==> config.mk <==
export PLATFORM = sky130hd
export DESIGN_NAME = key_param_adjust
export DESIGN_NICKNAME = d
export VERILOG_FILES = /design/src/rtl/key_param_pkg.sv /design/src/rtl/key_debounce_edge.sv /design/src/rtl/key_param_adjust.sv
export SDC_FILE = /design/constraint.sdc
export NUM_CORES = 1
export LEC_CHECK = 0
export CORE_AREA = 3 3 106 159
export CTS_CLUSTER_SIZE = 24
export DETAILED_ROUTE_END_ITERATION = 10
export DIE_AREA = 0 0 109 162
export PLACE_DENSITY_LB_ADDON = 0.05
export SYNTH_ARGS = -nofsm -noshare
export SYNTH_HDL_FRONTEND = slang
export SYNTH_SLANG_ARGS = --single-unit
==> constraint.sdc <==
create_clock -name clk_pixel_division -period 3.4 [get_ports clk_pixel_division]
set_clock_uncertainty 0.15 [all_clocks]
set_input_delay 0.68 -clock clk_pixel_division [delete_from_list [all_inputs] [get_ports clk_pixel_division]]
set_output_delay 0.68 -clock clk_pixel_division [all_outputs]
set_load 0.02 [all_outputs]
==> src/rtl/key_param_pkg.sv <==
// Shared types and helpers for the key-driven parameter adjuster.
package key_param_pkg;

  typedef enum logic [1:0] {
    RPT_IDLE   = 2'd0,
    RPT_DELAY  = 2'd1,
    RPT_REPEAT = 2'd2
  } rpt_state_e;

  localparam logic KEY_ACTIVE = 1'b0;
  localparam int   CNT_W      = 24;
  localparam int   ARITH_W    = 17;

  // One bound-limited step; one bit wider than the widest register, so nothing wraps
  function automatic logic [ARITH_W-1:0] sat_step(
    input logic [ARITH_W-1:0] val,
    input logic [ARITH_W-1:0] step,
    input logic [ARITH_W-1:0] lo,
    input logic [ARITH_W-1:0] hi,
    input logic               up
  );
    logic [ARITH_W-1:0] res;
    if (up) begin
      if (val > hi - step) res = hi;
      else                 res = val + step;
    end else begin
      if (val < lo + step) res = lo;
      else                 res = val - step;
    end
    return res;
  endfunction

endpackage

==> src/rtl/key_debounce_edge.sv <==
// Per-key 2-FF synchroniser, counter debounce and one-cycle press-edge detector.
module key_debounce_edge
  import key_param_pkg::*;
#(
  parameter int unsigned DEBOUNCE_TICKS = 250_000
) (
  input  logic clk_i,
  input  logic rst_ni,
  input  logic key_i,
  output logic stable_o,
  output logic press_o
);

  (* ASYNC_REG = "TRUE" *) logic sync1_q;
  (* ASYNC_REG = "TRUE" *) logic sync2_q;
  logic             stable_q, stable_d;
  logic             edge_q;
  logic [CNT_W-1:0] cnt_q, cnt_d;

  // Stable level only follows the synchronised key after DEBOUNCE_TICKS+1 differing cycles
  always_comb begin
    stable_d = stable_q;
    cnt_d    = '0;
    if (sync2_q == stable_q) begin
      cnt_d = '0;
    end else if (cnt_q == CNT_W'(DEBOUNCE_TICKS)) begin
      stable_d = sync2_q;
      cnt_d    = '0;
    end else begin
      cnt_d = cnt_q + CNT_W'(1);
    end
  end

  always_ff @(posedge clk_i or negedge rst_ni) begin
    if (!rst_ni) begin
      sync1_q  <= 1'b1;
      sync2_q  <= 1'b1;
      stable_q <= 1'b1;
      edge_q   <= 1'b1;
      cnt_q    <= '0;
    end else begin
      sync1_q  <= key_i;
      sync2_q  <= sync1_q;
      stable_q <= stable_d;
      edge_q   <= stable_q;
      cnt_q    <= cnt_d;
    end
  end

  assign stable_o = stable_q;
  assign press_o  = edge_q & ~stable_q;

endmodule

==> src/rtl/key_param_adjust.sv <==
// Three-key runtime tuner: INC/DEC with auto-repeat and saturation, SEL cycles the
// target register, INC+DEC together restores the initial value.
module key_param_adjust
  import key_param_pkg::*;
#(
  parameter int unsigned W              = 8,
  parameter int unsigned NUM_PARAMS     = 3,
  parameter int unsigned SEL_W          = 2,
  parameter int unsigned DEBOUNCE_TICKS = 250_000,
  parameter int unsigned REPEAT_DELAY   = 12_500_000,
  parameter int unsigned REPEAT_PERIOD  = 2_500_000,
  parameter int unsigned P_INIT         = 128,
  parameter int unsigned P_STEP         = 10,
  parameter int unsigned P_MIN          = 0,
  parameter int unsigned P_MAX          = (1 << W) - 1
) (
  input  logic                    clk_pixel_division,
  input  logic                    rst_n,
  input  logic                    key_inc,
  input  logic                    key_dec,
  input  logic                    key_sel,
  output logic [NUM_PARAMS*W-1:0] param_bus,
  output logic [SEL_W-1:0]        sel_idx,
  output logic                    update_pulse
);

  logic inc_stable, dec_stable, press_inc, press_dec, press_sel;

  key_debounce_edge #(.DEBOUNCE_TICKS(DEBOUNCE_TICKS)) u_db_inc (
    .clk_i(clk_pixel_division), .rst_ni(rst_n), .key_i(key_inc),
    .stable_o(inc_stable), .press_o(press_inc));
  key_debounce_edge #(.DEBOUNCE_TICKS(DEBOUNCE_TICKS)) u_db_dec (
    .clk_i(clk_pixel_division), .rst_ni(rst_n), .key_i(key_dec),
    .stable_o(dec_stable), .press_o(press_dec));
  key_debounce_edge #(.DEBOUNCE_TICKS(DEBOUNCE_TICKS)) u_db_sel (
    .clk_i(clk_pixel_division), .rst_ni(rst_n), .key_i(key_sel),
    .stable_o(), .press_o(press_sel));

  rpt_state_e                 state_q;
  logic [CNT_W-1:0]           hold_cnt_q;
  logic                       dir_inc_q;
  logic [NUM_PARAMS*W-1:0]    bus_q, bus_d;
  logic [SEL_W-1:0]           sel_q, sel_d;
  logic                       update_q, update_d;
  logic                       inc_held, dec_held, dir_held, other_held, rep_pulse;
  logic                       restore, do_inc, do_dec;
  logic [W-1:0]               cur_val;
  logic [ARITH_W-1:0]         new_val;

  assign inc_held   = (inc_stable == KEY_ACTIVE);
  assign dec_held   = (dec_stable == KEY_ACTIVE);
  assign dir_held   = dir_inc_q ? inc_held : dec_held;
  assign other_held = dir_inc_q ? dec_held : inc_held;
  // Gated by the hold condition so a release never sneaks out one last repeat
  assign rep_pulse  = dir_held & ~other_held &
                      (((state_q == RPT_DELAY)  && (hold_cnt_q == CNT_W'(REPEAT_DELAY - 1))) ||
                       ((state_q == RPT_REPEAT) && (hold_cnt_q == CNT_W'(REPEAT_PERIOD - 1))));

  assign restore = (press_inc & dec_held) | (press_dec & inc_held) | (press_inc & press_dec);
  assign do_inc  = press_inc | (rep_pulse & dir_inc_q);
  assign do_dec  = press_dec | (rep_pulse & ~dir_inc_q);

  always_ff @(posedge clk_pixel_division or negedge rst_n) begin
    if (!rst_n) begin
      state_q    <= RPT_IDLE;
      hold_cnt_q <= '0;
      dir_inc_q  <= 1'b0;
    end else begin
      case (state_q)
        RPT_IDLE: begin
          if ((press_inc & ~dec_held) | (press_dec & ~inc_held)) begin
            state_q    <= RPT_DELAY;
            hold_cnt_q <= '0;
            dir_inc_q  <= press_inc;
          end
        end
        RPT_DELAY: begin
          if (!dir_held || other_held) begin
            state_q    <= RPT_IDLE;
            hold_cnt_q <= '0;
          end else if (hold_cnt_q == CNT_W'(REPEAT_DELAY - 1)) begin
            state_q    <= RPT_REPEAT;
            hold_cnt_q <= '0;
          end else begin
            hold_cnt_q <= hold_cnt_q + CNT_W'(1);
          end
        end
        RPT_REPEAT: begin
          if (!dir_held || other_held) begin
            state_q    <= RPT_IDLE;
            hold_cnt_q <= '0;
          end else if (hold_cnt_q == CNT_W'(REPEAT_PERIOD - 1)) begin
            hold_cnt_q <= '0;
          end else begin
            hold_cnt_q <= hold_cnt_q + CNT_W'(1);
          end
        end
        default: begin
          state_q    <= RPT_IDLE;
          hold_cnt_q <= '0;
        end
      endcase
    end
  end

  // Action targets the index held this cycle, even if SEL advances it on the same edge
  always_comb begin
    cur_val = '0;
    for (int i = 0; i < NUM_PARAMS; i++) begin
      if (sel_q == SEL_W'(i)) cur_val = bus_q[i*W +: W];
    end
    if (restore) begin
      new_val = ARITH_W'(P_INIT);
    end else begin
      new_val = sat_step(ARITH_W'(cur_val), ARITH_W'(P_STEP), ARITH_W'(P_MIN),
                         ARITH_W'(P_MAX), do_inc);
    end
    bus_d    = bus_q;
    update_d = 1'b0;
    if (restore | do_inc | do_dec) begin
      for (int i = 0; i < NUM_PARAMS; i++) begin
        if (sel_q == SEL_W'(i)) bus_d[i*W +: W] = new_val[W-1:0];
      end
      update_d = (new_val != ARITH_W'(cur_val));
    end else begin
      update_d = 1'b0;
    end
    if (press_sel) begin
      sel_d = (sel_q == SEL_W'(NUM_PARAMS - 1)) ? '0 : sel_q + SEL_W'(1);
    end else begin
      sel_d = sel_q;
    end
  end

  always_ff @(posedge clk_pixel_division or negedge rst_n) begin
    if (!rst_n) begin
      bus_q    <= {NUM_PARAMS{W'(P_INIT)}};
      sel_q    <= '0;
      update_q <= 1'b0;
    end else begin
      bus_q    <= bus_d;
      sel_q    <= sel_d;
      update_q <= update_d;
    end
  end

  assign param_bus    = bus_q;
  assign sel_idx      = sel_q;
  assign update_pulse = update_q;

endmodule

==> results.sh, run 1 <==
export IMPL_outcome="complete, no violations"
export IMPL_yosys_top_cells_area="dfrtp_1, xor2_1, nor2_1"
export IMPL_ir_drop_uv=278.8
export IMPL_worst_skew_pair_late_latency_ns=0.42
export IMPL_postCtsSetupBuffers=0
export IMPL_routed_via_count=5491
export IMPL_dp_cells=967
export IMPL_worst_path_max_delay_cell="dfrtp_1"
export IMPL_worstPathRequired_ns=3.55
export IMPL_ys_warn_count=0
export IMPL_detailed_place_area_um2=7938
export IMPL_grt_ovfl_total=0
export IMPL_report_final_hold_viol_count=0
export IMPL_netlist_area_leader_share=0.4210
export IMPL_r2r_start="sel_idx[0]$_DFFE_PN0P_"
export IMPL_instances_no_fill=999
export IMPL_final_area_um2=8561
export IMPL_clock_tree_from_tritoncts="built"
export IMPL_fillers=1399
export IMPL_critical_path_endpoint_type="flip-flop"
export IMPL_grt_max_degree=53
export IMPL_mappedNetlistArea_um2=7311
export IMPL_drive_above_1_share=0.1595
export IMPL_vias_per_cell=5.496
export IMPL_final_min_period_over_clock_period=0.9038
export IMPL_slew_viol_final=0
export IMPL_clock_sinks=138
export IMPL_synth_edff_count=0
export IMPL_wirelength_mm=16.09
export IMPL_yosys_most_used_dff="dfrtp_1"
export IMPL_ys_types=70
export IMPL_cts_root_buf="clkbuf_16"
export IMPL_first_global_vias=5554
export IMPL_timing_max_slew_rel_slack=0.5417
export IMPL_fp_coreArea_um2=15630
export IMPL_critical_path_class="reg -> reg"
export IMPL_drt_initial_drc_count=277
export IMPL_port_buffer_count=31
export IMPL_grt_pass1_wl_mm=27.32
export IMPL_final_setup_viol_count=0
export IMPL_gp_congestion=0.8646
export IMPL_timing_critical_path_cells="buf_4 > mux2i_1 > a2bb2oi_2 > nand2_1 > nor3_2 > a21oi_1 > o32ai_1 > o2111ai_1 > o31a_1"
export IMPL_yosys_register_bits=138
export IMPL_area_leader_netlist="dfrtp_1"
export IMPL_wl_per_cell_um=16.11
export IMPL_grt_antenna_before_repair=0
export IMPL_placement_setup_worst_slack_ns=0.2592
export IMPL_design_portCount=32
export IMPL_p_leak_nw=3.613
export IMPL_die_x_um=109
export IMPL_cts_htree_levels=4
export IMPL_critPathMaxStageDelay_ns=0.61
export IMPL_drv_max_cap_violation_count=0
export IMPL_floorplan_rows=56
export IMPL_worst_slew_pin_slew_ns=0.6850
export IMPL_area_growth_syn_to_layout_pct=17.10
export IMPL_worstHoldPathType="in -> async"
export IMPL_antenna_cells=0
export IMPL_finalWorstPathRequiredPeriod_ns=3.073
export IMPL_synthesis_nets=745
export IMPL_final_antenna_net_count=0
export IMPL_numCtsBuffers=17
export IMPL_reg2regPathDepth=9
export IMPL_mean_area_per_synthesized_cell_um2=10.03
export IMPL_setup_repair_after_global_routing_missed_its_margin="no"
export IMPL_syn_inst=729
export IMPL_clock_path_buffers=2
export IMPL_drt_pass1_iterations=4
export IMPL_clk_pin_slew_ns=0.06
export IMPL_timing_rr_end="update_pulse$_DFF_PN0_"
export IMPL_async_flop_share=1.000
export IMPL_ff_latch_area_um2=3472
export IMPL_footprint_of_the_multi_input_gates_um2=3625
export IMPL_ff2ff_setup_slack_ns=0.33
export IMPL_timing_critical_path_from_type="flip-flop"
export IMPL_globalRouteTotalUtil=0.1947
export IMPL_synth_seq_area_share=0.4749
export IMPL_remaining_drc_errors=0
export IMPL_power_per_cell_area_nw_per_um2=434.5
export IMPL_cts_resized=0
export IMPL_crit_path_max_fanout=11
export IMPL_fin_tns_setup_ns=0
export IMPL_timing_critical_path_arrival_ns=3.22
export IMPL_cts_hold_buffers_added=0
export IMPL_post_dp_hpwl_mm=11.49
export IMPL_floorplan_initialDensity=0.4679
export IMPL_die_height_um=162
export IMPL_fp_dieArea_um2=17660
export IMPL_nNetsFinal=799
export IMPL_setup_slack_ns=0.3270
export IMPL_clock_fmax_mhz=325.4
-- state kept, by name, summed over array words and instances, names as in the netlist, 2 cells and up --
signal / cells
u_db_dec.cnt_q: 24
u_db_inc.cnt_q: 24
hold_cnt_q: 24
state_q: 2
param_bus: 24
sel_idx: 2
u_db_sel.cnt_q: 24
-- stage by stage --
step | hold WS, ns | utilization | power (mW)
after floorplan | 0.1952 | - | 1.733
after global placement | 0.1982 | 0.5080 | 1.786
after detailed placement | 0.1975 | 0.5080 | 1.789
after CTS | 0.04361 | 0.5479 | 3.774
after global routing | 0.04993 | 0.5479 | 3.856
final | 0.03521 | 0.5479 | 3.719
-- critical path, delay by kind of cell, from the launching register on --
family	cells	cell delay (ns)
buf+inv	1	0.23
compound gates	5	1.13
simple gates	2	0.44
mux	1	0.38
flops	1	0.61
-- worst max-delay path by stage --
stage	slack [ns]	startpoint	to
global placement	0.23	sel_idx[0]$_DFFE_PN0P_	update_pulse$_DFF_PN0_
CTS	0.24	sel_idx[0]$_DFFE_PN0P_	update_pulse$_DFF_PN0_
floorplan	0.55	sel_idx[0]$_DFFE_PN0P_	update_pulse$_DFF_PN0_
finish	0.33	sel_idx[0]$_DFFE_PN0P_	update_pulse$_DFF_PN0_
global route	0.01	sel_idx[0]$_DFFE_PN0P_	update_pulse$_DFF_PN0_
detailed placement	0.26	sel_idx[0]$_DFFE_PN0P_	update_pulse$_DFF_PN0_
-- cells by family (layout without fill, tap and decap cells) --
logic type	Yosys count	in the layout	synth area share
AO/OA/AOI/OAI	95	95	0.09927
XOR/XNOR	81	81	0.09704
adder cells (fa/ha/maj)	11	11	0.01883
buffers and inverters	42	109	0.02927
flip-flops	138	138	0.4749
multiplexers	37	37	0.05614
AND/OR/NAND/NOR	325	325	0.2245
-- cells in the final DEF (no fill, tap or decap), types with 4 or more instances in the layout --
cell type / instances
dfrtp_1: 123
nor2_1: 113
xor2_1: 49
nand3_1: 48
nand2_1: 46
xnor2_1: 32
clkdlybuf4s50_1: 30
a21oi_1: 25
mux2_2: 25
nand4_1: 23
o21ai_0: 23
buf_4: 23
inv_1: 20
and3_1: 17
clkbuf_16: 17
dfstp_2: 15
nor3_1: 14
or3_1: 11
ha_1: 11
mux2i_1: 10
nor4_1: 9
nor4b_1: 9
a2bb2oi_2: 7
and4_1: 5
nand2b_1: 5
nor2b_1: 5
a211oi_1: 5
and2_1: 4
bufinv_16: 4
-- final cells by class --
type                            count  area share
Multi-Input combinational cell    549      0.4234
Sequential cell                   138      0.4056
Timing Repair Buffer               55     0.05890
Clock buffer                       18     0.05013
Tap cell                          203     0.02967
Clock inverter                     14     0.02265
Inverter                           22    0.009646
-- synthesized netlist by cell type, drive strengths merged (17+ instances only) --
master  number
a21oi       28
and3        17
xor2        49
nor2       114
nand2       47
nand4       23
o21ai       26
inv         22
nand3       48
xnor2       32
mux2        26
dfrtp      123
-- metal layers --
metal	vias up	share of wire	routed length, um	global-route usage
met3	16	0.024	391	0.03698
met4	0	0.020	319	0.08271
met1	2714	0.44	7100	0.2410
met2	70	0.51	8280	0.3286
met5	-	0	0	0
li1	2691	-	-	-
-- where the power goes --
| group | switching (mW) | total, mW | leakage [nW] | internal [mW] |
|---|---|---|---|---|
| registers | 0.0152 | 1.67 | 1.87 | 1.66 |
| logic | 0.0592 | 0.0832 | 1.44 | 0.0241 |
| clock network | 0.730 | 1.96 | 0.301 | 1.23 |
(Power assumes the default switching activity.)
==> run 2, diff against run 1 <==
Settings changed: REMOVE_ABC_BUFFERS set to 1.
==> run 2 against run 1 <==
Register-to-register slack worse by 0.06 ns. Fmax shrank 1.9%. Power increased by 3.1%. Combinational power decreased by 2.9%. Cell area is 0.29% higher. Via count is 0.76% lower. Cell count decreased by 0.30%. Worst setup slack worse by 0.060 ns. Non-clock buffer count is 3 lower. Global-route usage increased by 0.57 points. Sequential cell count is the same.
==> results.sh, run 2 (synthesis gave the netlist of run 1 again) <==
export IMPL_wl_per_cell_um=16.44
export IMPL_worstHoldPathType="in -> async"
export IMPL_crit_path_max_fanout=7
export IMPL_floorplan_rows=56
export IMPL_pwr_share_clk=0.543
export IMPL_clock_tree_from_tritoncts="built"
export IMPL_power_share_of_the_combinational_group=0.021
export IMPL_final_min_period_over_clock_period=0.9215
export IMPL_final_area_um2=8586
export IMPL_detailed_place_area_um2=7915
export IMPL_gp_congestion=0.9231
export IMPL_fin_tns_setup_ns=0
export IMPL_grt_ovfl_total=0
export IMPL_postCtsSetupBuffers=0
export IMPL_seqPwrFrac=0.436
export IMPL_critical_path_endpoint_type="flip-flop"
export IMPL_power_per_cell_area_nw_per_um2=446.5
export IMPL_final_setup_viol_count=0
export IMPL_grt_pass1_wl_mm=27.99
export IMPL_numCtsBuffers=17
export IMPL_fp_coreArea_um2=15630
export IMPL_fp_dieArea_um2=17660
export IMPL_timing_critical_path_from_type="flip-flop"
export IMPL_drt_initial_drc_count=242
export IMPL_netSwitchingFraction=0.2011
export IMPL_die_x_um=109
export IMPL_fillers=1391
export IMPL_antenna_cells=0
export IMPL_area_growth_syn_to_layout_pct=17.44
export IMPL_remaining_drc_errors=0
export IMPL_footprint_of_the_multi_input_gates_um2=3625
export IMPL_nNetsFinal=796
export IMPL_ff_latch_area_um2=3472
export IMPL_worst_path_max_delay_cell="dfrtp_1"
export IMPL_ff2ff_setup_slack_ns=0.27
export IMPL_clock_fmax_mhz=319.2
export IMPL_grt_max_degree=64
export IMPL_cts_htree_levels=4
export IMPL_clk_pin_slew_ns=0.06
export IMPL_setup_repair_after_global_routing_missed_its_margin="no"
export IMPL_first_global_vias=5638
export IMPL_final_antenna_net_count=0
export IMPL_p_total_mw=3.834
export IMPL_clock_path_buffers=2
export IMPL_clock_sinks=138
export IMPL_worstPathRequired_ns=3.55
export IMPL_slew_viol_final=0
export IMPL_reg2regPathDepth=9
export IMPL_drive_above_1_share=0.1564
export IMPL_finalWorstPathRequiredPeriod_ns=3.133
export IMPL_netSwitchingPower_uw=770.8
export IMPL_cts_hold_buffers_added=0
export IMPL_drv_max_cap_violation_count=0
export IMPL_worst_slew_pin_slew_ns=0.6443
export IMPL_design_portCount=32
export IMPL_ir_drop_uv=280.6
export IMPL_p_int_mw=3.063
export IMPL_post_dp_hpwl_mm=11.60
export IMPL_timing_max_slew_rel_slack=0.5665
export IMPL_globalRouteTotalUtil=0.2004
export IMPL_critPathMaxStageDelay_ns=0.52
export IMPL_floorplan_initialDensity=0.4679
export IMPL_outcome="complete, no violations"
export IMPL_r2r_start="sel_idx[0]$_DFFE_PN0P_"
export IMPL_timing_critical_path_cells="buf_4 > mux2i_1 > a2bb2oi_2 > nand2_2 > nor3_2 > a21oi_1 > o32ai_1 > o2111ai_1 > o31a_1"
export IMPL_routed_via_count=5449
export IMPL_layout_commonest_cell="dfrtp_1"
export IMPL_report_final_hold_viol_count=0
export IMPL_drt_pass1_iterations=6
export IMPL_critical_path_class="reg -> reg"
export IMPL_vias_per_cell=5.471
export IMPL_most_common_layout_cells="dfrtp_1, nor2_1, xor2_1, nand3_1, nand2_1"
export IMPL_grt_antenna_before_repair=0
export IMPL_worst_skew_pair_late_latency_ns=0.42
export IMPL_port_buffer_count=31
export IMPL_cts_root_buf="clkbuf_16"
export IMPL_die_height_um=162
export IMPL_timing_critical_path_arrival_ns=3.28
export IMPL_wirelength_mm=16.38
export IMPL_timing_rr_end="update_pulse$_DFF_PN0_"
export IMPL_p_leak_nw=3.618
run 2: cell types whose count changed in the layout (fill, tap and decap cells not counted):
cell	before	now
buf_4	23	20
clkbuf_8	0	4
inv_6	3	1
clkinv_2	3	1
o21ai_1	1	2
o21ai_0	23	22
bufinv_16	4	5
clkinvlp_4	2	3
clkinv_4	2	0
run 2: power by group through the flow:
| stage | combinational (mW) | clock, mW | sequential [mW] |
|---|---|---|---|
| 2_1_floorplan | 0.0312 | 0 | 1.70 |
| 3_3_place_gp | 0.0833 | 0 | 1.70 |
| 3_5_place_dp | 0.0849 | 0 | 1.70 |
| 4_1_cts | 0.0853 | 2.13 | 1.67 |
| 5_1_grt | 0.0966 | 2.20 | 1.67 |
| 6_report | 0.0808 | 2.08 | 1.67 |
run 2: worst max-delay path by stage:
stage                           start                endpoint  slack [ns]  cells past startpoint
2_1_floorplan  sel_idx[0]$_DFFE_PN0P_  update_pulse$_DFF_PN0_        0.35                      9
3_3_place_gp   sel_idx[0]$_DFFE_PN0P_  update_pulse$_DFF_PN0_        0.33                     10
3_5_place_dp   sel_idx[0]$_DFFE_PN0P_  update_pulse$_DFF_PN0_        0.30                     10
4_1_cts        sel_idx[0]$_DFFE_PN0P_  update_pulse$_DFF_PN0_        0.26                     10
5_1_grt        sel_idx[0]$_DFFE_PN0P_  update_pulse$_DFF_PN0_        0.07                     10
6_report       sel_idx[0]$_DFFE_PN0P_  update_pulse$_DFF_PN0_        0.27                      9
run 2: per-stage QoR:
step	setup WS (ns)	util	hold WS [ns]	cells
detailed placement	0.3019	0.5066	0.1978	964
global route	0.07209	0.5495	0.1429	996
finish	0.2668	0.5495	0.09768	996
CTS	0.2600	0.5495	0.1228	996
floorplan	0.3494	-	0.1952	709
global placement	0.3342	0.5066	0.1976	964
run 2: what timing repair did:
item / in CTS / in global routing
gates resized for setup: 0 / 1
endpoints found under the setup margin: 0 / 1
hold endpoints to repair: 0 / 0
run 2: routing by layer:
metal  part of all wire  GRT usage  wire (um)  up-vias
met5                  0          0          0        -
met4              0.016    0.06318        262        0
met3              0.025    0.04891        408       20
met2               0.53     0.3501       8679       57
met1               0.43     0.2399       7025     2699
li1                   -          -          -     2673
run 2: worst max-delay path: cells and delay by family (launching register included):
family | cells | cell delay, ns
compound gates | 5 | 1.36
buf+inv | 1 | 0.21
mux | 1 | 0.28
simple gates | 2 | 0.49
flops | 1 | 0.52
run 2: layout make-up:
class / count / share of cell area
Timing Repair Buffer: 52 / 0.05611
Tap cell: 203 / 0.02958
Clock buffer: 22 / 0.05640
Clock inverter: 10 / 0.02171
Multi-Input combinational cell: 549 / 0.4222
Inverter: 22 / 0.009618
Sequential cell: 138 / 0.4044
